File: src/rtl/cla_pkg.sv
// Shared constants and the group generate/propagate equation for the
// carry-lookahead adder and any other lookahead user.
package cla_pkg;

  localparam int DEF_WIDTH     = 32;
  localparam int DEF_GROUPSIZE = 4;
  localparam int NGROUPS       = DEF_WIDTH / DEF_GROUPSIZE;
  localparam int GS_MAX        = 8;

  // gp_vec = {g[GS_MAX-1:0], p[GS_MAX-1:0]}; only the low gs bits of each half count.
  function automatic logic [1:0] group_gp(input logic [2*GS_MAX-1:0] gp_vec, input int gs);
    logic gg;
    logic gprop;
    gg    = 1'b0;
    gprop = 1'b1;
    for (int i = 0; i < GS_MAX; i++) begin
      if (i < gs) begin
        gg    = gp_vec[GS_MAX+i] | (gp_vec[i] & gg);
        gprop = gprop & gp_vec[i];
      end
    end
    return {gg, gprop};
  endfunction

endpackage

File: src/rtl/cla_adder_pipe_gp.sv
// Combinational per-group generate/propagate: bit g/p plus the group {G,P}.
module cla_group_gp
  import cla_pkg::*;
#(
  parameter int GROUPSIZE = DEF_GROUPSIZE
) (
  input  logic [GROUPSIZE-1:0] a,
  input  logic [GROUPSIZE-1:0] b_eff,
  output logic [GROUPSIZE-1:0] g,
  output logic [GROUPSIZE-1:0] p,
  output logic [1:0]           gp
);

  logic [2*GS_MAX-1:0] gp_vec;

  assign g = a & b_eff;
  assign p = a ^ b_eff;

  always_comb begin
    gp_vec                     = '0;
    gp_vec[GS_MAX +: GROUPSIZE] = g;
    gp_vec[0 +: GROUPSIZE]      = p;
    gp                         = group_gp(gp_vec, GROUPSIZE);
  end

endmodule

File: src/rtl/cla_adder_pipe.sv
// Two-stage pipelined carry-lookahead adder/subtractor: stage 1 registers
// bit and group g/p, stage 2 resolves group carries and registers sum and flags.
module cla_adder_pipe
  import cla_pkg::*;
#(
  parameter int WIDTH     = DEF_WIDTH,
  parameter int GROUPSIZE = DEF_GROUPSIZE
) (
  input  logic             clk,
  input  logic             rst_n,
  input  logic             in_valid,
  output logic             in_ready,
  input  logic [WIDTH-1:0] in_a,
  input  logic [WIDTH-1:0] in_b,
  input  logic             in_sub,
  input  logic             in_cin,
  output logic             out_valid,
  input  logic             out_ready,
  output logic [WIDTH-1:0] out_sum,
  output logic             out_cout,
  output logic             out_ovf,
  output logic             out_zero
);

  localparam int NG = WIDTH / GROUPSIZE;

  generate
    if ((WIDTH % GROUPSIZE) != 0 ||
        !(GROUPSIZE == 1 || GROUPSIZE == 2 || GROUPSIZE == 4 || GROUPSIZE == 8)) begin : g_bad_cfg
      $fatal(1, "cla_adder_pipe: illegal WIDTH/GROUPSIZE combination");
    end
  endgenerate

  logic [WIDTH-1:0] b_eff;
  logic             c0_in;
  logic [WIDTH-1:0] bit_g;
  logic [WIDTH-1:0] bit_p;
  logic [NG-1:0]    grp_g;
  logic [NG-1:0]    grp_p;

  assign b_eff = in_sub ? ~in_b : in_b;
  assign c0_in = in_sub | in_cin;

  genvar gi;
  generate
    for (gi = 0; gi < NG; gi++) begin : g_grp
      logic [1:0] gp;
      cla_group_gp #(.GROUPSIZE(GROUPSIZE)) u_gp (
        .a     (in_a[gi*GROUPSIZE +: GROUPSIZE]),
        .b_eff (b_eff[gi*GROUPSIZE +: GROUPSIZE]),
        .g     (bit_g[gi*GROUPSIZE +: GROUPSIZE]),
        .p     (bit_p[gi*GROUPSIZE +: GROUPSIZE]),
        .gp    (gp)
      );
      assign grp_g[gi] = gp[1];
      assign grp_p[gi] = gp[0];
    end
  endgenerate

  logic             s1_valid_reg;
  logic [WIDTH-1:0] s1_g_reg;
  logic [WIDTH-1:0] s1_p_reg;
  logic [NG-1:0]    s1_gg_reg;
  logic [NG-1:0]    s1_gp_reg;
  logic             s1_c0_reg;
  logic             s1_a_msb_reg;
  logic             s1_b_msb_reg;

  logic             out_valid_reg;
  logic [WIDTH-1:0] out_sum_reg;
  logic             out_cout_reg;
  logic             out_ovf_reg;
  logic             out_zero_reg;

  logic s2_adv;
  logic in_fire;

  // Stage 1 may refill in the same cycle it hands its content to stage 2.
  assign s2_adv   = s1_valid_reg & (~out_valid_reg | out_ready);
  assign in_ready = ~s1_valid_reg | s2_adv;
  assign in_fire  = in_valid & in_ready;

  always_ff @(posedge clk or negedge rst_n) begin
    if (!rst_n) begin
      s1_valid_reg <= 1'b0;
      s1_g_reg     <= '0;
      s1_p_reg     <= '0;
      s1_gg_reg    <= '0;
      s1_gp_reg    <= '0;
      s1_c0_reg    <= 1'b0;
      s1_a_msb_reg <= 1'b0;
      s1_b_msb_reg <= 1'b0;
    end else if (in_fire) begin
      s1_valid_reg <= 1'b1;
      s1_g_reg     <= bit_g;
      s1_p_reg     <= bit_p;
      s1_gg_reg    <= grp_g;
      s1_gp_reg    <= grp_p;
      s1_c0_reg    <= c0_in;
      s1_a_msb_reg <= in_a[WIDTH-1];
      s1_b_msb_reg <= b_eff[WIDTH-1];
    end else if (s2_adv) begin
      s1_valid_reg <= 1'b0;
    end
  end

  logic [NG:0]      grp_c;
  logic             carry;
  logic [WIDTH-1:0] sum_next;
  logic             cout_next;
  logic             ovf_next;
  logic             zero_next;

  always_comb begin
    grp_c    = '0;
    grp_c[0] = s1_c0_reg;
    for (int k = 0; k < NG; k++) begin
      grp_c[k+1] = s1_gg_reg[k] | (s1_gp_reg[k] & grp_c[k]);
    end
    // Each group ripples locally from its lookahead carry-in.
    carry    = 1'b0;
    sum_next = '0;
    for (int i = 0; i < WIDTH; i++) begin
      if ((i % GROUPSIZE) == 0) carry = grp_c[i / GROUPSIZE];
      sum_next[i] = s1_p_reg[i] ^ carry;
      carry       = s1_g_reg[i] | (s1_p_reg[i] & carry);
    end
    cout_next = grp_c[NG];
    ovf_next  = (s1_a_msb_reg == s1_b_msb_reg) & (sum_next[WIDTH-1] != s1_a_msb_reg);
    zero_next = ~|sum_next;
  end

  always_ff @(posedge clk or negedge rst_n) begin
    if (!rst_n) begin
      out_valid_reg <= 1'b0;
      out_sum_reg   <= '0;
      out_cout_reg  <= 1'b0;
      out_ovf_reg   <= 1'b0;
      out_zero_reg  <= 1'b0;
    end else if (s2_adv) begin
      out_valid_reg <= 1'b1;
      out_sum_reg   <= sum_next;
      out_cout_reg  <= cout_next;
      out_ovf_reg   <= ovf_next;
      out_zero_reg  <= zero_next;
    end else if (out_ready) begin
      out_valid_reg <= 1'b0;
    end
  end

  assign out_valid = out_valid_reg;
  assign out_sum   = out_sum_reg;
  assign out_cout  = out_cout_reg;
  assign out_ovf   = out_ovf_reg;
  assign out_zero  = out_zero_reg;

endmodule

File: config.mk
export PLATFORM = sky130hd
export DESIGN_NAME = cla_adder_pipe
export DESIGN_NICKNAME = d
export VERILOG_FILES = /design/src/rtl/cla_pkg.sv /design/src/rtl/cla_adder_pipe_gp.sv /design/src/rtl/cla_adder_pipe.sv
export SDC_FILE = /design/constraint.sdc
export NUM_CORES = 1
export LEC_CHECK = 0
export BUFFER_PORTS_ARGS = -buffer_cell sky130_fd_sc_hd__clkbuf_2
export CORE_MARGIN = 2
export CORE_UTILIZATION = 45
export DETAILED_ROUTE_END_ITERATION = 8
export PLACE_DENSITY_LB_ADDON = 0.12
export REMOVE_ABC_BUFFERS = 1
export SKIP_LAST_GASP = 1
export SLEW_MARGIN = 10
export SYNTH_ARGS = -nofsm -noshare
export SYNTH_HDL_FRONTEND = slang
export SYNTH_SLANG_ARGS = --single-unit
File: constraint.sdc
create_clock -name clk -period 3.08 [get_ports clk]
set_input_delay 0.308 -clock clk [delete_from_list [all_inputs] [get_ports clk]]
set_output_delay 0.308 -clock clk [all_outputs]
set_load 0.005 [all_outputs]
; ---- After elaboration in Yosys (flattened, before gate mapping)
; Cells that the tools add are included.
[classes]
eq_ne = 2
n_div = 0
n_addsub = 0
n_mul = 0
muxes = 5
shifts = 0
magnitude_cmp = 0
n_reduce_logical = 4
n_bitwise = 193
[ops]
columns = op, count
row1 = 1-bit AND, 83
row2 = 1-bit OR, 59
row3 = 4-bit AND, 8
row4 = 32-bit 2-to-1 mux, 1
row5 = 32-bit inverter, 1
row6 = 32-bit OR reduction, 1
row7 = 1-bit XOR, 32
row8 = 4-bit XOR, 8
row9 = 1-bit 2-to-1 mux, 4
row10 = 2-bit nonzero test, 2
row11 = 1-bit inverter, 2
row12 = 1-bit equality test, 1
row13 = 1-bit zero test, 1
row14 = 1-bit != test, 1
[word_totals]
n_memories = 0
ramBits = 0
register_bits = 119
out_inout_bits = 37
latch_bits = 0
rom_bits = 0
wordCells = 217

; ---- Longest topological paths before layout
[depth]
ltp_word = 23
depth_mapped = 13
depth_no_buf = 13

; ---- By module
; A second synthesis with hierarchy kept.
[hier_totals]
cells_unflattened = 456
hier_area_um2 = 5733.0
[by_module_without_submodules]
columns = module, seq_area_each_um2, area_each_um2, cells_per_inst, instances
row1 = cla_adder_pipe, 2802.7, 5122.4, 376, 1
row2 = cla_group_gp, 0.0, 76.3, 10, 8

; ---- Worst setup path before layout
; OpenSTA, ideal clock, no wires.
[synth_path]
kind = register to register
from = register s1_gp_reg[0]
to = register out_zero_reg, in the netlist out_zero
stages_incl_launch_ff = 14
n_path_buf = 0
setup_ps = 67
setup_slack_ps = -116
required_ps = 3013
t_arrival_ps = 3128
path_cell_list = dfrtp_1 -> a21o_1 -> a311o_2 -> a21o_1 -> a21o_1 -> ha_1 -> or2_2 -> ha_1 -> or2_2 -> ha_1 -> nor4_1 -> nand4_1 -> nor3_1 -> a32o_1
[synth_rtl]
columns = element, line
row1 = "start, declared", cla_adder_pipe.sv:64  ; logic [NG-1:0] s1_gp_reg;
row2 = "start signal, assigned", cla_adder_pipe.sv:98  ; s1_gp_reg <= grp_p;
row3 = 1-bit AND, cla_adder_pipe.sv:118  ; grp_c[k+1] = s1_gg_reg[k] | (s1_gp_reg[k] & grp_c[k]);
row4 = 1-bit OR, cla_adder_pipe.sv:118
row5 = 1-bit AND, cla_adder_pipe.sv:118
row6 = 1-bit OR, cla_adder_pipe.sv:118
row7 = 1-bit AND, cla_adder_pipe.sv:118
row8 = 1-bit OR, cla_adder_pipe.sv:118
row9 = 1-bit AND, cla_adder_pipe.sv:118
row10 = 1-bit OR, cla_adder_pipe.sv:118
row11 = [2 not listed], -
row12 = 1-bit AND, cla_adder_pipe.sv:126  ; carry = s1_g_reg[i] | (s1_p_reg[i] & carry);
row13 = 1-bit OR, cla_adder_pipe.sv:126
row14 = 1-bit AND, cla_adder_pipe.sv:126
row15 = 1-bit OR, cla_adder_pipe.sv:126
row16 = 1-bit XOR, cla_adder_pipe.sv:125  ; sum_next[i] = s1_p_reg[i] ^ carry;
row17 = named net sum_next[22], cla_adder_pipe.sv:109  ; logic [WIDTH-1:0] sum_next;
row18 = 32-bit OR reduction, cla_adder_pipe.sv:130  ; zero_next = ~|sum_next;
row19 = 1-bit zero test, cla_adder_pipe.sv:130
row20 = "end signal, assigned", cla_adder_pipe.sv:145  ; out_zero_reg <= zero_next;
row21 = "end, declared", cla_adder_pipe.sv:73  ; logic out_zero_reg;
; The timed path passes the listed nets, and every way through them passes these cells.
; A chain may end at the register's enable or synchronous reset.

; ---- Worst setup path after layout
[layout_path]
from = register s1_c0_reg
to = register out_zero_reg, in the netlist out_zero
[layout_rtl]
columns = element, line
row1 = "start, declared", cla_adder_pipe.sv:65  ; logic s1_c0_reg;
row2 = "start signal, assigned", cla_adder_pipe.sv:99  ; s1_c0_reg <= c0_in;
row3 = 1-bit AND, cla_adder_pipe.sv:118
row4 = 1-bit OR, cla_adder_pipe.sv:118
row5 = 1-bit AND, cla_adder_pipe.sv:118
row6 = 1-bit OR, cla_adder_pipe.sv:118
row7 = 1-bit AND, cla_adder_pipe.sv:126
row8 = 1-bit OR, cla_adder_pipe.sv:126
row9 = 1-bit AND, cla_adder_pipe.sv:126
row10 = 1-bit OR, cla_adder_pipe.sv:126
row11 = 1-bit XOR, cla_adder_pipe.sv:125
row12 = named net sum_next[10], cla_adder_pipe.sv:109
row13 = 32-bit OR reduction, cla_adder_pipe.sv:130
row14 = 1-bit zero test, cla_adder_pipe.sv:130
; The timed path passes the listed nets, and every way through them passes these cells.

==> results.json <==
{
  "tns_ns": -0.04061,
  "cp_data_required_time_ns": 3.36,
  "violations": "negative setup slack",
  "cts.sinks": 112,
  "cts_tree": "yes",
  "hp-class": "in -> reg",
  "die-area_um2": 13620,
  "synth.distinct_cells": 27,
  "syn_area_um2": 5718,
  "syn_to_final_growth_pct": 23.70,
  "p_per_area_nw_per_um2": 708.0,
  "yosys_register_bits": 112,
  "grt_use_total_pct": 18.34,
  "report.final.slew_viol_count": 0,
  "fmax_ghz": 0.3205,
  "overflow": 0,
  "antenna_cells": 0,
  "drc": 0,
  "finalSetupViolations": 1,
  "status": "finished with violations",
  "coreArea_um2": 12520,
  "p_sw_share_pct": 30.89,
  "synth_warnings": 0,
  "p_int_w": 0.003461,
  "nets": 697,
  "synth_async_sr_flop_share_pct": 100.0,
  "rsz0062_at_grt": "yes",
  "yosysMostFrequentCell": "dfrtp_1",
  "row_count": 41,
  "total_power_w": 0.005008,
  "clock_skew_ns": 0.005984,
  "htree_levels": 3,
  "cts_root_buf": "clkbuf_16",
  "clockBufferDepth": 2,
  "finalWeightedCongestion": 0.7857,
  "syn_inst": 448,
  "ys_seq_area_share_pct": 49.02,
  "clock_latency_ns": 0.35,
  "path_clk_slew_ns": 0.07,
  "p_sw_w": 0.001547,
  "drtPass1Iterations": 4,
  "vias_per_cell": 5.043,
  "holdWs_ns": 0.2012,
  "postLayoutCoreUtil_pct": 56.51,
  "endpoint_kind": "flip-flop",
  "layout_setup_ws_ns": -0.04061,
  "drtIter0Drc": 133,
  "yosysTopAreaCellShare_pct": 49.02,
  "routed_wl_mm": 11.94,
  "drive_gt1_share_pct": 47.57,
  "cts_inserted_buffers": 9,
  "period_share_pct": 101.3,
  "p_seq_share_pct": 42.7,
  "tightest_slew_ns": 1.072,
  "hold_viol_final": 0,
  "ys.flop_type": "dfrtp_1",
  "comb_power_share_pct": 35.6,
  "vias": 3772,
  "max-vdd-ir-drop_uv": 298.4,
  "portBuffers": 106,
  "cp.arrival_ns": 3.41,
  "maxSlewHeadroom_pct": 28.30,
  "grt_pass1_wl_mm": 18.98,
  "start_util_pct": 45.68,
  "worst-path-max-fanout": 2,
  "grt_pass1_vias": 3773,
  "drt-wirelength-per-cell_um": 15.96,
  "yosys-top-cells-area": "dfrtp_1 (49%), mux2_2 (18%), ha_1 (12%), xor2_1 (4.9%), a21o_1 (2.5%)",
  "pwr-share-clk_pct": 21.7,
  "ios": 107,
  "grt_max_degree": 71,
  "antenna_found_initial": 0,
  "synthTopCellsByCount": "dfrtp_1 (112), mux2_2 (90), ha_1 (56)",
  "startpoint_type": "flip-flop",
  "synth_edf_count": 0,
  "dpl.hpwl_mm": 8.686,
  "drv_cap": 0,
  "yosysTopAreaCell": "dfrtp_1",
  "synth.avg_cell_area_um2": 12.76,
  "fin_crit_ns": 3.121,
  "path_class": "reg -> reg",
  "die_w_um": 116.7,
  "ant_nets": 0,
  "die_h_um": 116.7,
  "power.leakage_nw": 3.461
}
-- worst max-delay path, stage by stage (launching register included) --
cell,delay (ns)
dfrtp_1,0.38
a21o_1,0.20
buf_4,0.14
a21o_2,0.21
ha_1,0.17
or2_2,0.29
ha_1,0.17
or2_2,0.27
ha_1,0.35
nor4_4,0.28
buf_4,0.15
nand4_1,0.11
nor3_2,0.15
a32o_1,0.18
-- per-layer routing --
layer | vias to the layer above | track usage [%] | part of all wire, %
li1 | 1849 | - | -
met1 | 1836 | 24.21 | 47
met2 | 74 | 30.44 | 48
met3 | 13 | 3.477 | 4.0
met4 | 0 | 6.353 | 1.6
met5 | - | 0 | 0
-- cell type report --
cell class / instances / area, um^2
Fill cell: 1107 / 5444
Sequential cell: 112 / 2803
Clock buffer: 13 / 250.2
Timing Repair Buffer: 130 / 740.7
Clock inverter: 3 / 17.52
Tap cell: 172 / 215.2
Multi-Input combinational cell: 318 / 3047
-- power groups by stage --
stage | Combinational [W] | Sequential (W) | Clock [W]
floorplan | 0.000890 | 0.00211 | 0
global placement | 0.00157 | 0.00214 | 0
detailed placement | 0.00159 | 0.00215 | 0
CTS | 0.00178 | 0.00214 | 0.00111
global route | 0.00197 | 0.00219 | 0.00117
finish | 0.00178 | 0.00214 | 0.00109
-- repair_timing --
| action | in CTS | in global routing |
|---|---|---|
| gates resized for setup | 31 | 7 |
| buffers inserted | 0 | 2 |
| setup endpoints to repair | 5 | 4 |
| pin swaps | 17 | 7 |
| hold endpoints to repair | 42 | 0 |
| hold buffers | 1 | 0 |
-- layout by cell type (no fill, tap or decap), types with 2 or more instances in the layout --
cell type	synthesis	layout
clkbuf_1	2	3
nor2_4	0	4
or2_2	17	11
nor4_2	0	2
or2_4	0	6
and2_1	2	2
nor2_1	12	8
a21o_1	19	19
xnor2_1	8	5
buf_12	0	2
o21ai_0	19	18
ha_1	56	48
dfrtp_1	112	112
clkinv_2	0	2
ha_4	0	6
xor2_1	32	32
mux2i_1	2	2
ha_2	0	2
a21oi_1	10	10
nand4_1	9	9
nand2_1	21	19
nand2b_1	4	4
mux2_2	90	90
nor4_1	8	3
buf_4	5	22
nor4_4	0	3
xnor2_2	0	2
clkbuf_2	0	105
clkbuf_16	0	9
-- stage by stage --
stage          setup WS (ns)  cell area, um^2  std cells
3_3_place_gp         -0.3815             6566        730
3_5_place_dp         -0.4578             6566        730
4_1_cts             -0.07175             7029        746
5_1_grt              -0.2017             7073        748
6_report            -0.04061             7073        748
2_1_floorplan        -0.1330             5618        430
-- final timing paths --
check,from,endpoint,slack [ns],depth (start not counted)
worst min-delay path,in_valid,s1_valid_reg$_DFFE_PN0P_,0.20,2
worst min register to register,out_ovf$_DFFE_PN0P_,out_ovf$_DFFE_PN0P_,0.50,2
worst max-delay path,s1_c0_reg$_DFFE_PN0P_,out_zero$_DFFE_PN0P_,-0.04,13
max in group asynchronous,rst_n,s1_g_reg[18]$_DFFE_PN0P_,1.83,3
min in group asynchronous,rst_n,s1_valid_reg$_DFFE_PN0P_,0.49,2
worst max register to register,s1_c0_reg$_DFFE_PN0P_,out_zero$_DFFE_PN0P_,-0.04,13
-- kinds of logic (layout without fill, tap and decap cells) --
group | Yosys count | count (layout) | share of synthesized area (%)
AO/OA/AOI/OAI | 53 | 53 | 5.821
adder cells (fa/ha/maj) | 56 | 56 | 12.25
AND/OR/NAND/NOR | 77 | 77 | 6.958
flip-flops | 112 | 112 | 49.02
multiplexers | 92 | 92 | 18.07
XOR/XNOR | 40 | 40 | 6.127
buffers and inverters | 18 | 146 | 1.751
Note: power is estimated with default switching activity, not from simulation.
